$ cat src/rtl/univ_shift_reg_if.sv
// Bus bundle for the universal shift register: parallel/serial data, mode
// control, burst handshake and register outputs.
interface univ_shift_reg_if #(
  parameter int WIDTH = 8
);
  localparam int CW = $clog2(WIDTH + 1);

  logic [WIDTH-1:0] D;
  logic [2:0]       MODE;
  logic             G_b;
  logic             SL;
  logic             SR;
  logic             START;
  logic [CW-1:0]    COUNT;
  logic [WIDTH-1:0] Q;
  logic             QA;
  logic             QH;
  logic             BUSY;
  logic             DONE;

  modport master (
    output D, MODE, G_b, SL, SR, START, COUNT,
    input  Q, QA, QH, BUSY, DONE
  );

  modport slave (
    input  D, MODE, G_b, SL, SR, START, COUNT,
    output Q, QA, QH, BUSY, DONE
  );
endinterface

$ cat src/rtl/univ_shift_reg.sv
// Parametrised universal shift register with hold/shift/rotate/arithmetic
// shift/load/clear modes and a burst engine that runs a programmed number of
// shifts on its own, reporting progress on BUSY and completion on DONE.
module univ_shift_reg #(
  parameter int WIDTH = 8
) (
  input logic             CK,
  input logic             CLR_b,
  univ_shift_reg_if.slave bus
);
  localparam int CW = $clog2(WIDTH + 1);

  localparam logic [2:0] M_HOLD = 3'b000;
  localparam logic [2:0] M_SHR  = 3'b001;
  localparam logic [2:0] M_SHL  = 3'b010;
  localparam logic [2:0] M_LOAD = 3'b011;
  localparam logic [2:0] M_ROR  = 3'b100;
  localparam logic [2:0] M_ROL  = 3'b101;
  localparam logic [2:0] M_ASR  = 3'b110;
  localparam logic [2:0] M_CLR  = 3'b111;

  typedef enum logic {IDLE, BURST} state_t;

  state_t           state_q, state_d;
  logic [WIDTH-1:0] q_q, q_d;
  logic [CW-1:0]    rem_q, rem_d;
  logic [2:0]       lmode_q, lmode_d;
  logic             busy_q, busy_d;
  logic             done_q, done_d;

  logic             is_shift;
  logic             accept;
  logic             abort;
  logic             last_shift;
  logic [CW-1:0]    n_eff;

  // One step of any shift-class mode; non-shift codes return the value unchanged.
  function automatic logic [WIDTH-1:0] shift_op(input logic [2:0]       m,
                                                input logic [WIDTH-1:0] v,
                                                input logic             sl,
                                                input logic             sr);
    logic [WIDTH-1:0] r;
    r = v;
    case (m)
      M_SHR:   r = {sr, v[WIDTH-1:1]};
      M_SHL:   r = {v[WIDTH-2:0], sl};
      M_ROR:   r = {v[0], v[WIDTH-1:1]};
      M_ROL:   r = {v[WIDTH-2:0], v[WIDTH-1]};
      M_ASR:   r = {v[WIDTH-1], v[WIDTH-1:1]};
      default: r = v;
    endcase
    return r;
  endfunction

  assign is_shift   = (bus.MODE == M_SHR) || (bus.MODE == M_SHL) || (bus.MODE == M_ROR) ||
                      (bus.MODE == M_ROL) || (bus.MODE == M_ASR);
  assign accept     = (state_q == IDLE) && bus.START && is_shift && !bus.G_b;
  // Bursts longer than the register width are clamped to WIDTH shifts.
  assign n_eff      = (bus.COUNT > CW'(WIDTH)) ? CW'(WIDTH) : bus.COUNT;
  assign abort      = (state_q == BURST) && (bus.MODE == M_CLR);
  assign last_shift = (state_q == BURST) && !abort && !bus.G_b && (rem_q == CW'(1));

  // State and datapath registers, cleared asynchronously.
  always_ff @(posedge CK or negedge CLR_b) begin
    if (!CLR_b) begin
      state_q <= IDLE;
      q_q     <= '0;
      rem_q   <= '0;
      lmode_q <= M_HOLD;
      busy_q  <= 1'b0;
      done_q  <= 1'b0;
    end else begin
      state_q <= state_d;
      q_q     <= q_d;
      rem_q   <= rem_d;
      lmode_q <= lmode_d;
      busy_q  <= busy_d;
      done_q  <= done_d;
    end
  end

  // Next-state: enter BURST only when an accepted request needs two or more shifts.
  always_comb begin
    state_d = state_q;
    case (state_q)
      IDLE:    if (accept && (n_eff >= CW'(2))) state_d = BURST;
      BURST:   if (abort || last_shift) state_d = IDLE;
      default: state_d = IDLE;
    endcase
  end

  // Datapath and handshake outputs: live MODE in IDLE, latched mode during a burst.
  always_comb begin
    q_d     = q_q;
    rem_d   = rem_q;
    lmode_d = lmode_q;
    busy_d  = busy_q;
    done_d  = 1'b0;
    if (state_q == IDLE) begin
      case (bus.MODE)
        M_HOLD:  q_d = q_q;
        M_LOAD:  q_d = bus.D;
        M_CLR:   q_d = '0;
        default: if (!bus.G_b) q_d = shift_op(bus.MODE, q_q, bus.SL, bus.SR);
      endcase
      if (accept) begin
        lmode_d = bus.MODE;
        if (n_eff == '0) begin
          // A zero-length burst completes without touching the register.
          q_d    = q_q;
          done_d = 1'b1;
        end else if (n_eff == CW'(1)) begin
          done_d = 1'b1;
        end else begin
          rem_d  = n_eff - CW'(1);
          busy_d = 1'b1;
        end
      end
    end else begin
      if (abort) begin
        q_d    = '0;
        rem_d  = '0;
        busy_d = 1'b0;
      end else if (!bus.G_b) begin
        q_d   = shift_op(lmode_q, q_q, bus.SL, bus.SR);
        rem_d = rem_q - CW'(1);
        if (rem_q == CW'(1)) begin
          busy_d = 1'b0;
          done_d = 1'b1;
        end
      end
    end
  end

  assign bus.Q    = q_q;
  assign bus.QA   = q_q[WIDTH-1];
  assign bus.QH   = q_q[0];
  assign bus.BUSY = busy_q;
  assign bus.DONE = done_q;
endmodule

$ cat src/flat_wrapper.sv
// flat-port wrapper written by rule: the top's interface ports become plain ports
module univ_shift_reg_flat 
#(
  parameter int WIDTH = 8
)
  (CK, CLR_b, bus_D, bus_MODE, bus_G_b, bus_SL, bus_SR, bus_START, bus_COUNT, bus_Q, bus_QA, bus_QH, bus_BUSY, bus_DONE);
  univ_shift_reg_if #(.WIDTH(WIDTH)) bus_i ();
  input logic CK;
  input logic CLR_b;
  input wire logic [$bits(bus_i.D)-1:0] bus_D;
  input wire logic [$bits(bus_i.MODE)-1:0] bus_MODE;
  input wire logic [$bits(bus_i.G_b)-1:0] bus_G_b;
  input wire logic [$bits(bus_i.SL)-1:0] bus_SL;
  input wire logic [$bits(bus_i.SR)-1:0] bus_SR;
  input wire logic [$bits(bus_i.START)-1:0] bus_START;
  input wire logic [$bits(bus_i.COUNT)-1:0] bus_COUNT;
  output wire logic [$bits(bus_i.Q)-1:0] bus_Q;
  output wire logic [$bits(bus_i.QA)-1:0] bus_QA;
  output wire logic [$bits(bus_i.QH)-1:0] bus_QH;
  output wire logic [$bits(bus_i.BUSY)-1:0] bus_BUSY;
  output wire logic [$bits(bus_i.DONE)-1:0] bus_DONE;
  assign bus_i.D = bus_D;
  assign bus_i.MODE = bus_MODE;
  assign bus_i.G_b = bus_G_b;
  assign bus_i.SL = bus_SL;
  assign bus_i.SR = bus_SR;
  assign bus_i.START = bus_START;
  assign bus_i.COUNT = bus_COUNT;
  assign bus_Q = bus_i.Q;
  assign bus_QA = bus_i.QA;
  assign bus_QH = bus_i.QH;
  assign bus_BUSY = bus_i.BUSY;
  assign bus_DONE = bus_i.DONE;
  univ_shift_reg #(.WIDTH(WIDTH)) u_core (.CK(CK), .CLR_b(CLR_b), .bus(bus_i));
endmodule
$ cat config.mk
export PLATFORM = sky130hd
export DESIGN_NAME = univ_shift_reg_flat
export DESIGN_NICKNAME = d
export VERILOG_FILES = /design/src/rtl/univ_shift_reg_if.sv /design/src/rtl/univ_shift_reg.sv /design/src/flat_wrapper.sv
export SDC_FILE = /design/constraint.sdc
export NUM_CORES = 1
export LEC_CHECK = 0
export BUFFER_PORTS_ARGS = -buffer_cell sky130_fd_sc_hd__buf_2
export CORE_MARGIN = 4
export CORE_UTILIZATION = 35
export CTS_BUF_LIST = sky130_fd_sc_hd__clkbuf_16
export DETAILED_ROUTE_END_ITERATION = 8
export SLEW_MARGIN = 0
export SYNTH_ARGS = -nofsm -noshare
export SYNTH_HDL_FRONTEND = slang
export SYNTH_SLANG_ARGS = --single-unit
$ cat constraint.sdc
create_clock -name CK -period 2.8 [get_ports CK]
set_clock_uncertainty 0.05 [all_clocks]
set_input_delay 0.14 -clock CK [delete_from_list [all_inputs] [get_ports CK]]
set_output_delay 0.14 -clock CK [all_outputs]
set_load 0.05 [all_outputs]
== Yosys cells after proc, flatten, opt, wreduce, memory -nomap -nowiden ==
Index checks and enable logic that the tools add are counted.
Word-level totals
  flip-flop bits (word level): 18
  logic and storage cells: 90
Cells by class
  reduce and logical (&&, ||, !) cells: 23
  add/sub/neg operators: 2
  magnitude comparators: 2
  bitwise logic cells: 1
  muxes and demuxes: 33
  eq/ne operators: 22
Operator list (count)
  $pmux 8 s5: 2
  $mux 8: 6
  $mux 4: 7
  $pmux 8 s3: 1
  $eq 3x3->1 const B: 7
  $mux 1: 16
  $eq 3x2->1 const B: 3
  $ne 3x3->1 const B: 3
  $eq 4x1->1 const B: 2
  $logic_and 1x1->1: 8
  $reduce_and 4->1: 2
  $sub 4x1->4 const B: 2
  $ne 7x7->1 const B: 1
  $eq 3x1->1 const B: 2
  $ne 6x6->1 const B: 1
  $logic_or 1x1->1: 5
  $reduce_and 5->1: 1
  $ge 4x2->1 const B: 1
  $gt 4x4->1 const B: 1
  $logic_not 4->1: 1
  $ne 2x1->1 const B: 2
  $logic_not 3->1: 1
  $ne 3x2->1 const B: 1
  $reduce_and 3->1: 1
  other kinds (5): 6

== Depth between registers and ports, before layout ==
Gate-level depths: netlist (run 1).
  word-level depth: 10
  depth in mapped cells: 7
  depth with buffers taken out: 7

== Least setup slack after synthesis (run 1) ==
OpenSTA, ideal clock, no wires.
  path type: reg2reg
  from: reg u_core.lmode_q[0]
  to: reg u_core.q_q[0] (netlist: u_core.bus.Q[0])
  setup time: 125 ps
  stages on the path, launching flop included: 6
  arrival time: 1698 ps
  buffers on the path: 1
  period minus slack after synthesis: 1873 ps
  required time: 2625 ps
  setup slack: 927 ps
  path through: dfrtp_1 > clkbuf_1 > or3_1 > a41o_1 > o22ai_4 > mux2_4
Between the ends
  cells in the longest elaborated chain, start to end: 5
RTL lines
  start, declared: line univ_shift_reg.sv:27  | logic [2:0] lmode_q, lmode_d;
  start signal, assigned: line univ_shift_reg.sv:76  | lmode_q <= lmode_d;
  $eq 3x3->1 (tied with other cells): line univ_shift_reg.sv:44  | case (m)
  $pmux 8 s5: line univ_shift_reg.sv:44
  $mux 8: line univ_shift_reg.sv:124  | end else if (!bus.G_b) begin
  $mux 8: line univ_shift_reg.sv:120  | if (abort) begin
  $mux 8: line univ_shift_reg.sv:99  | if (state_q == IDLE) begin
  end signal, assigned: line univ_shift_reg.sv:74  | q_q <= q_d;
  end, declared: line univ_shift_reg.sv:25  | logic [WIDTH-1:0] q_q, q_d;
Several ways; a longest one is shown, not always the timed one. The select of a mux whose other input is x is not followed.
A chain may end at the register's enable or synchronous reset.

== Worst setup path after layout (run 1) ==
  from: reg u_core.lmode_q[2]
  to: reg u_core.q_q[3] (netlist: u_core.bus.Q[3])
The elaborated chain is that of the path after synthesis.

==> metrics, run 1 <==
status=complete, no violations; CTS clk-pin slew, worst paths=0.06 ns; Die ar.=slightly below 6000 um^2; area grow syn2layout=15.7%; post-place instance area=1830 um^2; CTS tree=done; final setup violation count=0; synthesized area per cell=8.39 um^2; CP max FO=10; fillers=between 400 and 500; Setup CP Type=flip-flop to flip-flop; Design Area, Final=between 1500 and 2000 um^2; CP Capture Type=flip-flop; power density over the cells=approximately 1100 nW/um^2; post-synthesis sequential area ratio=a little over a quarter; CTS Sinks=18; Setup TNS=0 ns; #FFs+latches synth=18; Post-CTS Resized=0; routed wire length=4.09 mm; DRT Pass-1 Iters=4; final hold vios=0; Mapped Area=1660 um^2; chip height=approximately 77 um; Main synth FF type=dfrtp_1; fin cells=~270; fin. max-slew vios=0; IO Port Bufs=32; root buf cell=clkbuf_16; Routed wire per std cell=between 10 and 15 um; Overall Global Routing Usage=between 10% and 20%; fin crit share=roughly 70%; FF+latch area=450 um^2; vias in the first global route=about 1.4k; Post-Syn Nets=225; Vias=~1.5k; total of max-cap violations=0; Tot Pwr=~2.1 mW; Rows=24; initial antenna violation count=0; Detailed Route Iter0 Violations=66; Post-synth EDFFs=0; grt ovf=0; Starting Density=37.1%; share of cells above drive strength 1=between 20% and 30%; DRC=0; GPL Wtd Cong=0.844; Routed Antenna Nets=0; number of warnings issued by yosys=0; Worst EP arrival=2.04 ns; Multi-input gate area=1100 um^2; Post-Syn Instances=approximately 200; largest net degree at the start of global routing=25; Tmin final=approximately 2.0 ns; IO Pins=33; P_leak=about 0.90 nW; # nets final=250; Die W=approximately 77 um; Hold WS=approximately 0.11 ns; core area=between 4000 and 5000 um^2; post-DR vias/cell=5.53; first-pass GRT wire length=around 7 mm; fmax=~500 MHz; number of library cell types mapped by synthesis=40; post-DP HPWL=a little under 3 mm; RSZ-0062 raised after global routing=false; worst relative slew slack=roughly two thirds; asr flop ratio synth=100%; CTS buffer count=3; placed instance count=269; Worst Tran Pin Value=about 0.48 ns; VDD IR max=about 0.46 mV; class of the tightest hold or removal check=primary input to flip-flop; critical path required time=approximately 2.9 ns; # diodes=0; startpoint types=flip-flop; clock buffer depth=2; CTS H-tree depth=1; Worst-Skew Late Latency=around 0.25 ns
==> kinds of logic (layout without fill, tap and decap cells) <==
logic type      after synthesis  count (layout)  synth area share [%]
simple gates                 67              67                  20.1
compound gates               56              56                  24.8
buf+inv                      26              50                  6.63
mux                          24              24                  16.3
flops                        18              18                  27.1
fa+ha+maj                     6               6                  4.52
xor+xnor                      1               1                 0.527
==> per-layer routing <==
metal | vias to the layer above | wire length [um] | track usage, %
li1 | 767 | - | -
met1 | 701 | 1960 | 20.4
met2 | 46 | 1880 | 22.6
met3 | 2 | 237 | 3.16
met4 | 0 | 10 | 2.17
met5 | - | 0 | 0
==> path summary, 6_finish.rpt <==
kind | slack [ns] | end | from | cells after the start
min in group asynchronous | 0.30 | u_core.bus.DONE | CLR_b | 2
hold / removal | 0.11 | u_core.state_q | bus_COUNT[1] | 3
max in group asynchronous | 2.10 | u_core.bus.Q[6] | CLR_b | 2
setup / recovery | 0.85 | u_core.bus.Q[3] | u_core.lmode_q[2] | 4
setup reg to reg | 0.85 | u_core.bus.Q[3] | u_core.lmode_q[2] | 4
hold reg to reg | 0.45 | u_core.bus.BUSY | u_core.bus.BUSY | 1
==> timing repair <==
| item | 4_1_cts | 5_1_grt |
|---|---|---|
| buffers inserted | 0 | 0 |
| hold buffers | 1 | 0 |
| endpoints found under the hold margin | 18 | 0 |
==> state kept, by name, summed over array words and instances (netlist names) <==
signal / flops
u_core.bus.Q: 8
u_core.rem_q: 4
u_core.lmode_q: 3
u_core.bus.BUSY: 1
u_core.bus.DONE: 1
u_core.state_q: 1
==> per-stage QoR <==
stage | setup slack [ns] | util [%]
finish | 0.847 | 43.0
global placement | 0.836 | 41.0
floorplan | 0.927 | -
CTS | 0.831 | 43.0
detailed placement | 0.808 | 41.0
global route | 0.759 | 43.0
==> layout by cell type (no fill, tap or decap), types with 2 or more instances in the layout <==
| cell type | instances |
|---|---|
| a21oi_1 | 13 |
| a22o_1 | 4 |
| a31oi_1 | 4 |
| buf_2 | 32 |
| buf_4 | 2 |
| clkbuf_16 | 3 |
| dfrtp_1 | 18 |
| ha_1 | 6 |
| inv_1 | 11 |
| mux2_2 | 4 |
| mux2_4 | 5 |
| mux2i_1 | 15 |
| nand2_1 | 14 |
| nand2b_1 | 7 |
| nand3_1 | 4 |
| nand4_1 | 2 |
| nor2_1 | 21 |
| nor2b_1 | 8 |
| nor3_1 | 3 |
| nor3b_1 | 2 |
| o21ai_0 | 15 |
| o221a_2 | 2 |
| o221ai_1 | 3 |
| o32a_1 | 2 |
| o32ai_1 | 5 |
| or3_1 | 2 |
==> power by group <==
group / leakage, nW / internal [mW] / switching [mW]
clock: 0.0385 / 0.190 / 0.104
sequential: 0.224 / 0.381 / 0.223
combinational: 0.638 / 0.512 / 0.714
==> critical path, cell delays in order, from the launching register on <==
cell,delay (ns)
dfrtp_1,0.46
or3_1,0.41
a41o_1,0.26
o22ai_4,0.31
mux2_4,0.34
==> final cells by class <==
| cell class | instances | share of cell area [%] |
|---|---|---|
| inverters | 11 | 2.15 |
| multi-input cells | 154 | 57.3 |
| clock buffers | 3 | 3.91 |
| clock inverters | 1 | 0.195 |
| repair buffers | 35 | 9.64 |
| flip-flops and latches | 18 | 23.4 |
| well taps | 52 | 3.39 |
==> synth_stat cells, drive strengths merged, types with 4 or more instances <==
cell type | instances | area share [%]
nor2 | 21 | 4.7
dfrtp | 18 | 27
mux2i | 15 | 9.0
o21ai | 15 | 4.5
a21oi | 14 | 4.4
nand2 | 14 | 3.2
inv | 11 | 2.5
mux2 | 9 | 7.2
clkbuf | 8 | 1.8
nor2b | 8 | 3.0
buf | 7 | 2.3
nand2b | 7 | 2.6
ha | 6 | 4.5
o32ai | 5 | 2.6
a22o | 4 | 2.1
a31oi | 4 | 1.5
nand3 | 4 | 1.2
(Power assumes the default switching activity.)
==> run 2: changes to the inputs <==
Settings changed: ABC_AREA set to 1.
Clock period 2.8 ns to 1.8 ns, I/O delays scaled along.
==> run 2 against run 1 <==
  * Register-to-register slack lost 0.57 ns
  * Non-clock buffer count grew 2
  * Clock-buffer cell count stayed put
  * Cell count is 23% higher
  * Core utilization up 0.22 points
  * Sequential power rose by 26%
  * Total power is 44% higher
  * Critical endpoint unchanged
  * Largest cell class unchanged
==> metrics, run 2 <==
setup ws final=0.273 ns; critical path required time=between 1.5 and 2 ns; Mapped Area=between 1500 and 2000 um^2; number of library cell types mapped by synthesis=29; worst relative slew slack=about 70%; total of max-cap violations=0; startpoint types=flip-flop; post-DR vias/cell=around 4.8; largest net degree at the start of global routing=19; root buf cell=clkbuf_16; switching power=1.59 mW; final hold vios=0; uppermost layer routed=met4; CTS Sinks=18; VDD IR max=0.506 mV; status=complete, no violations; Setup TNS=0 ns; internal power=about 1.5 mW; post-CTS setup buffers=0; post-DP HPWL=3.21 mm; post-synthesis sequential area ratio=between 20% and 30%; final setup violation count=0; Setup CP Type=flip-flop to flip-flop; DRT Pass-1 Iters=4; Die ar.=5790 um^2; Post-Syn Nets=roughly 280; class of the tightest hold or removal check=primary input to flip-flop; CP max FO=12; P_leak=about 1.1 nW; Worst Hold End=u_core.lmode_q[1]; initial antenna violation count=0; Detailed Route Iter0 Violations=between 90 and 100; commonest non-fill, non-tap cell in the layout=nand2_1; reg-to-reg setup timing slack=between 0.2 and 0.3 ns; DRC=0; number of warnings issued by yosys=0; RR Startpoint=u_core.lmode_q[1]; IO Port Bufs=32; CTS clk-pin slew, worst paths=roughly 0.05 ns; cell taking the most area after synthesis=dfrtp_1; fmax=655 MHz; routed wire length=3.90 mm; Post-Syn Instances=around 250; Worst-Skew Late Latency=around 0.25 ns; share of cells above drive strength 1=between 20% and 30%; Die W=76.1 um; RSZ-0062 raised after global routing=false; # nets final=~310; HP Start=bus_MODE[1]; fin crit share=approximately 85%; fillers=481; Rows=24; chip height=around 76 um; DP Worst Slack=a little under 0.08 ns; vias in the first global route=roughly 1.6k; Post-CTS Resized=0; CTS tree=done; GPL Wtd Cong=~0.83; max FFs per register=8; Area contributors post-synth=dfrtp_1, nand2_1, inv_1, nand3_1, ha_1; Reg2Reg Depth=8; fin. max-slew vios=0; area grow syn2layout=17.4%; Worst Tran Pin Value=between 0.4 and 0.5 ns; Gate power share=60.7%; most frequent cells after synthesis=nand2_1, inv_1, nand3_1; sequential power share=24.8%; power density over the cells=1600 nW/um^2; Routed Antenna Nets=0; CTS buffer count=3; commonest non-fill, non-tap cells in the layout=nand2_1, buf_2, inv_1; Main synth FF type=dfrtp_1; Met1 Wirelength=between 1.5 and 2 mm; #FFs+latches synth=18; Post-synth EDFFs=0; CTS H-tree depth=1; Starting Density=36.8%; IO Pins=33; reg-to-reg endpoint=u_core.bus.Q[3]; first-pass GRT wire length=slightly below 7 mm; # diodes=0; synthesized area per cell=6.47 um^2; post-synth top area share=27.8%; Routed wire per std cell=11.6 um; Vias=between 1.5k and 2k; Worst Hold Depth=3; clock buffer depth=2; Tmin final=between 1.5 and 2 ns; CP Capture Type=flip-flop; Tot Pwr=between 3 and 4 mW; hold_buf cts=1; final core occ=a little over two fifths; Worst EP arrival=around 1.7 ns; asr flop ratio synth=between 90% and 100%; met3 WL=about 210 um; part of the power in the clock network=around 14%; grt ovf=0; Overall Global Routing Usage=13.6%; count leader, synth=nand2_1; met2 wire length=between 1.5 and 2 mm; core area=4410 um^2; Switching Fraction=52.0%
run 2: metal layers:
metal  vias up  track usage (%)
met5         -                0
met4         0             3.15
met3         4             2.72
met2        27             22.8
met1       707             17.9
li1        868                -
run 2: power groups by stage:
stage / clock [mW] / combinational (mW) / sequential (mW)
after global routing: 0.482 / 2.08 / 0.786
after floorplan: 0 / 1.21 / 0.997
after CTS: 0.457 / 1.87 / 0.760
after global placement: 0 / 1.85 / 0.762
after detailed placement: 0 / 1.86 / 0.766
final: 0.443 / 1.86 / 0.759
run 2: layout make-up:
cell class | instances | area [um^2] | area share, %
tap | 52 | 65.1 | 3.41
timing repair buffer | 37 | 200 | 10.5
sequential | 18 | 450 | 23.6
multi-input combinational | 191 | 981 | 51.5
clock inverter | 1 | 3.75 | 0.197
clock buffer | 3 | 75.1 | 3.94
inverter | 34 | 130 | 6.83
run 2: worst max path at each step:
stage	start	to	slack (ns)	cells past startpoint
6_report	u_core.lmode_q[1]	u_core.bus.Q[3]	0.27	8
3_5_place_dp	bus_COUNT[1]	u_core.rem_q[3]	0.08	12
3_3_place_gp	bus_COUNT[1]	u_core.rem_q[3]	0.15	12
2_1_floorplan	bus_COUNT[1]	u_core.rem_q[3]	0.37	11
5_1_grt	bus_COUNT[1]	u_core.rem_q[3]	0.04	11
4_1_cts	u_core.lmode_q[1]	u_core.bus.Q[3]	0.28	8
run 2: logic make-up after synthesis:
logic type | share of synthesized area (%)
compound gates | 12.4
simple gates | 42.3
xor+xnor | 1.08
flops | 27.8
fa+ha+maj | 4.63
buf+inv | 11.8
run 2: through the flow:
| stage | hold WS, ns | instances | instance area (um^2) |
|---|---|---|---|
| after floorplan | -0.256 | 251 | 1620 |
| after global placement | -0.00935 | 331 | 1820 |
| after detailed placement | -0.00687 | 331 | 1820 |
| after global routing | 0.155 | 336 | 1910 |
| final | 0.137 | 336 | 1910 |
| after CTS | 0.139 | 336 | 1910 |
run 2: critical path, cell delays in order (launching register included):
cell      delay [ns]
dfrtp_1         0.39
inv_1           0.11
nand2_1         0.09
o21ai_2         0.38
buf_4           0.20
o211ai_1        0.07
nand2_1         0.08
nand2_1         0.05
nand2_1         0.06
==> run 3: changes to the inputs <==
Clock period 1.8 ns to 1.6 ns, I/O delays scaled along.
==> run 3 against run 2 <==
  * Via count rose by 4.2%
  * Hold slack lost 0.020 ns
  * Register-to-register slack lost 0.18 ns
  * Clock power up 13%
  * Core utilization grew 1.3 points
  * Critical endpoint is now u_core.bus.Q[2]
==> metrics, run 3 (synthesized netlist as in run 2, its figures left out) <==
Hold WS=0.117 ns; vias in the first global route=about 1.5k; # nets final=318; grt ovf=0; initial antenna violation count=0; commonest non-fill, non-tap cells in the layout=nand2_1, buf_2, inv_1; Overall Global Routing Usage=13.9%; Tot Pwr=3.55 mW; total of max-cap violations=0; area grow syn2layout=21.0%; CTS Sinks=18; Setup CP Type=flip-flop to flip-flop; Starting Density=around 37%; Worst Tran Pin Value=slightly above 0.4 ns; power density over the cells=about 1800 nW/um^2; Rows=24; CTS buffer count=3; Worst-Skew Late Latency=between 0.2 and 0.3 ns; fin. max-slew vios=0; Die ar.=5790 um^2; max FFs per register=8; setup ws final=between 0.09 and 0.1 ns; IO Pins=33; Routed wire per std cell=around 12 um; root buf cell=clkbuf_16; first-pass GRT wire length=about 6.8 mm; class of the tightest hold or removal check=primary input to flip-flop; core area=around 4400 um^2; clock buffer depth=2; IO Port Bufs=32; share of cells above drive strength 1=~25%; fin cells=~340; final hold vios=0; Design Area, Final=just under 2000 um^2; final core occ=between 40 and 50%; DRT Pass-1 Iters=4; startpoint types=flip-flop; Met1 Wirelength=between 1.5 and 2 mm; worst relative slew slack=72.3%; chip height=around 76 um; fmax=between 600 and 700 MHz; DP Worst Slack=-0.101 ns; Tmin final=about 1.5 ns; post-place instance area=around 1800 um^2; RR Startpoint=u_core.lmode_q[0]; post-DR vias/cell=a little under 5; CP Capture Type=flip-flop; routed wire length=4.03 mm; reg-to-reg endpoint=u_core.bus.Q[2]; CTS clk-pin slew, worst paths=around 0.06 ns; placed instance count=roughly 330; Worst EP arrival=~1.6 ns; most used cell, CP=nand2_1; Critical Path Sink=u_core.bus.Q[2]; Vias=between 1.5k and 2k; critical path required time=1.69 ns; Setup TNS=0 ns; met3 WL=around 210 um; crit-path max cell delay=between 0.4 and 0.5 ns; met2 wire length=approximately 1.9 mm; post-DP HPWL=around 3.2 mm; CP cell instances=inv_1, nand3_2, o21ai_4, buf_4, buf_4, o211ai_1, nand2_1, nand2_1, nand2_1; Detailed Route Iter0 Violations=68; largest net degree at the start of global routing=19; CP max FO=7; reg-to-reg setup timing slack=between 0.09 and 0.1 ns; final setup violation count=0; Routed Antenna Nets=0; status=complete, no violations; Die W=~76 um; commonest non-fill, non-tap cell in the layout=nand2_1; CTS tree=done; CTS H-tree depth=1; fin crit share=a little over nine tenths; slowest stage cell, crit path=dfrtp_1; VDD IR max=slightly below 0.7 mV; DRC=0; GPL Wtd Cong=about 0.84; # diodes=0; P_leak=1.09 nW; worst setup path startpoint=u_core.lmode_q[0]; uppermost layer routed=met4; Worst Hold Depth=3; Reg2Reg Depth=9
[run 3: layout make-up]
class                           count  area, um^2
Clock buffer                        3        75.1
Clock inverter                      1        3.75
Fill cell                         494        2450
Inverter                           34         130
Multi-Input combinational cell    191         993
Sequential cell                    18         450
Tap cell                           52        65.1
Timing Repair Buffer               43         245
[run 3: report_power, final]
| group | leakage [nW] | switching, mW | internal [mW] |
|---|---|---|---|
| logic | 0.821 | 1.43 | 0.735 |
| registers | 0.229 | 0.225 | 0.653 |
| clock network | 0.0385 | 0.170 | 0.332 |
[run 3: per-layer routing]
| metal | vias to the layer above | GRT usage [%] |
|---|---|---|
| met5 | - | 0 |
| met4 | 0 | 4.20 |
| met3 | 2 | 2.96 |
| met2 | 39 | 22.2 |
| met1 | 752 | 18.6 |
| li1 | 880 | - |
[run 3: worst max-delay path: cells and delay by family, from the launching register on]
kind	cells	cell delay (ns)
and+or+nand+nor	4	0.30
AOI/OAI and AO/OA	2	0.24
buffers and inverters	3	0.37
DFF	1	0.43
[run 3: worst min-delay path by stage]
| stage | end | start | slack [ns] |
|---|---|---|---|
| 3_5_place_dp | u_core.bus.Q[4] | CLR_b | -0.008 |
| 6_report | u_core.lmode_q[0] | bus_MODE[0] | 0.12 |
| 5_1_grt | u_core.lmode_q[0] | bus_MODE[0] | 0.14 |
| 3_3_place_gp | u_core.bus.Q[4] | CLR_b | -0.01 |
| 2_1_floorplan | u_core.bus.BUSY | CLR_b | -0.27 |
| 4_1_cts | u_core.lmode_q[1] | bus_MODE[1] | 0.13 |
[run 3: what timing repair did]
action	CTS	global route
gates resized for setup	0	4
setup buffers	0	4
hold buffers	1	0
endpoints found under the hold margin	18	0
endpoints found under the setup margin	0	12
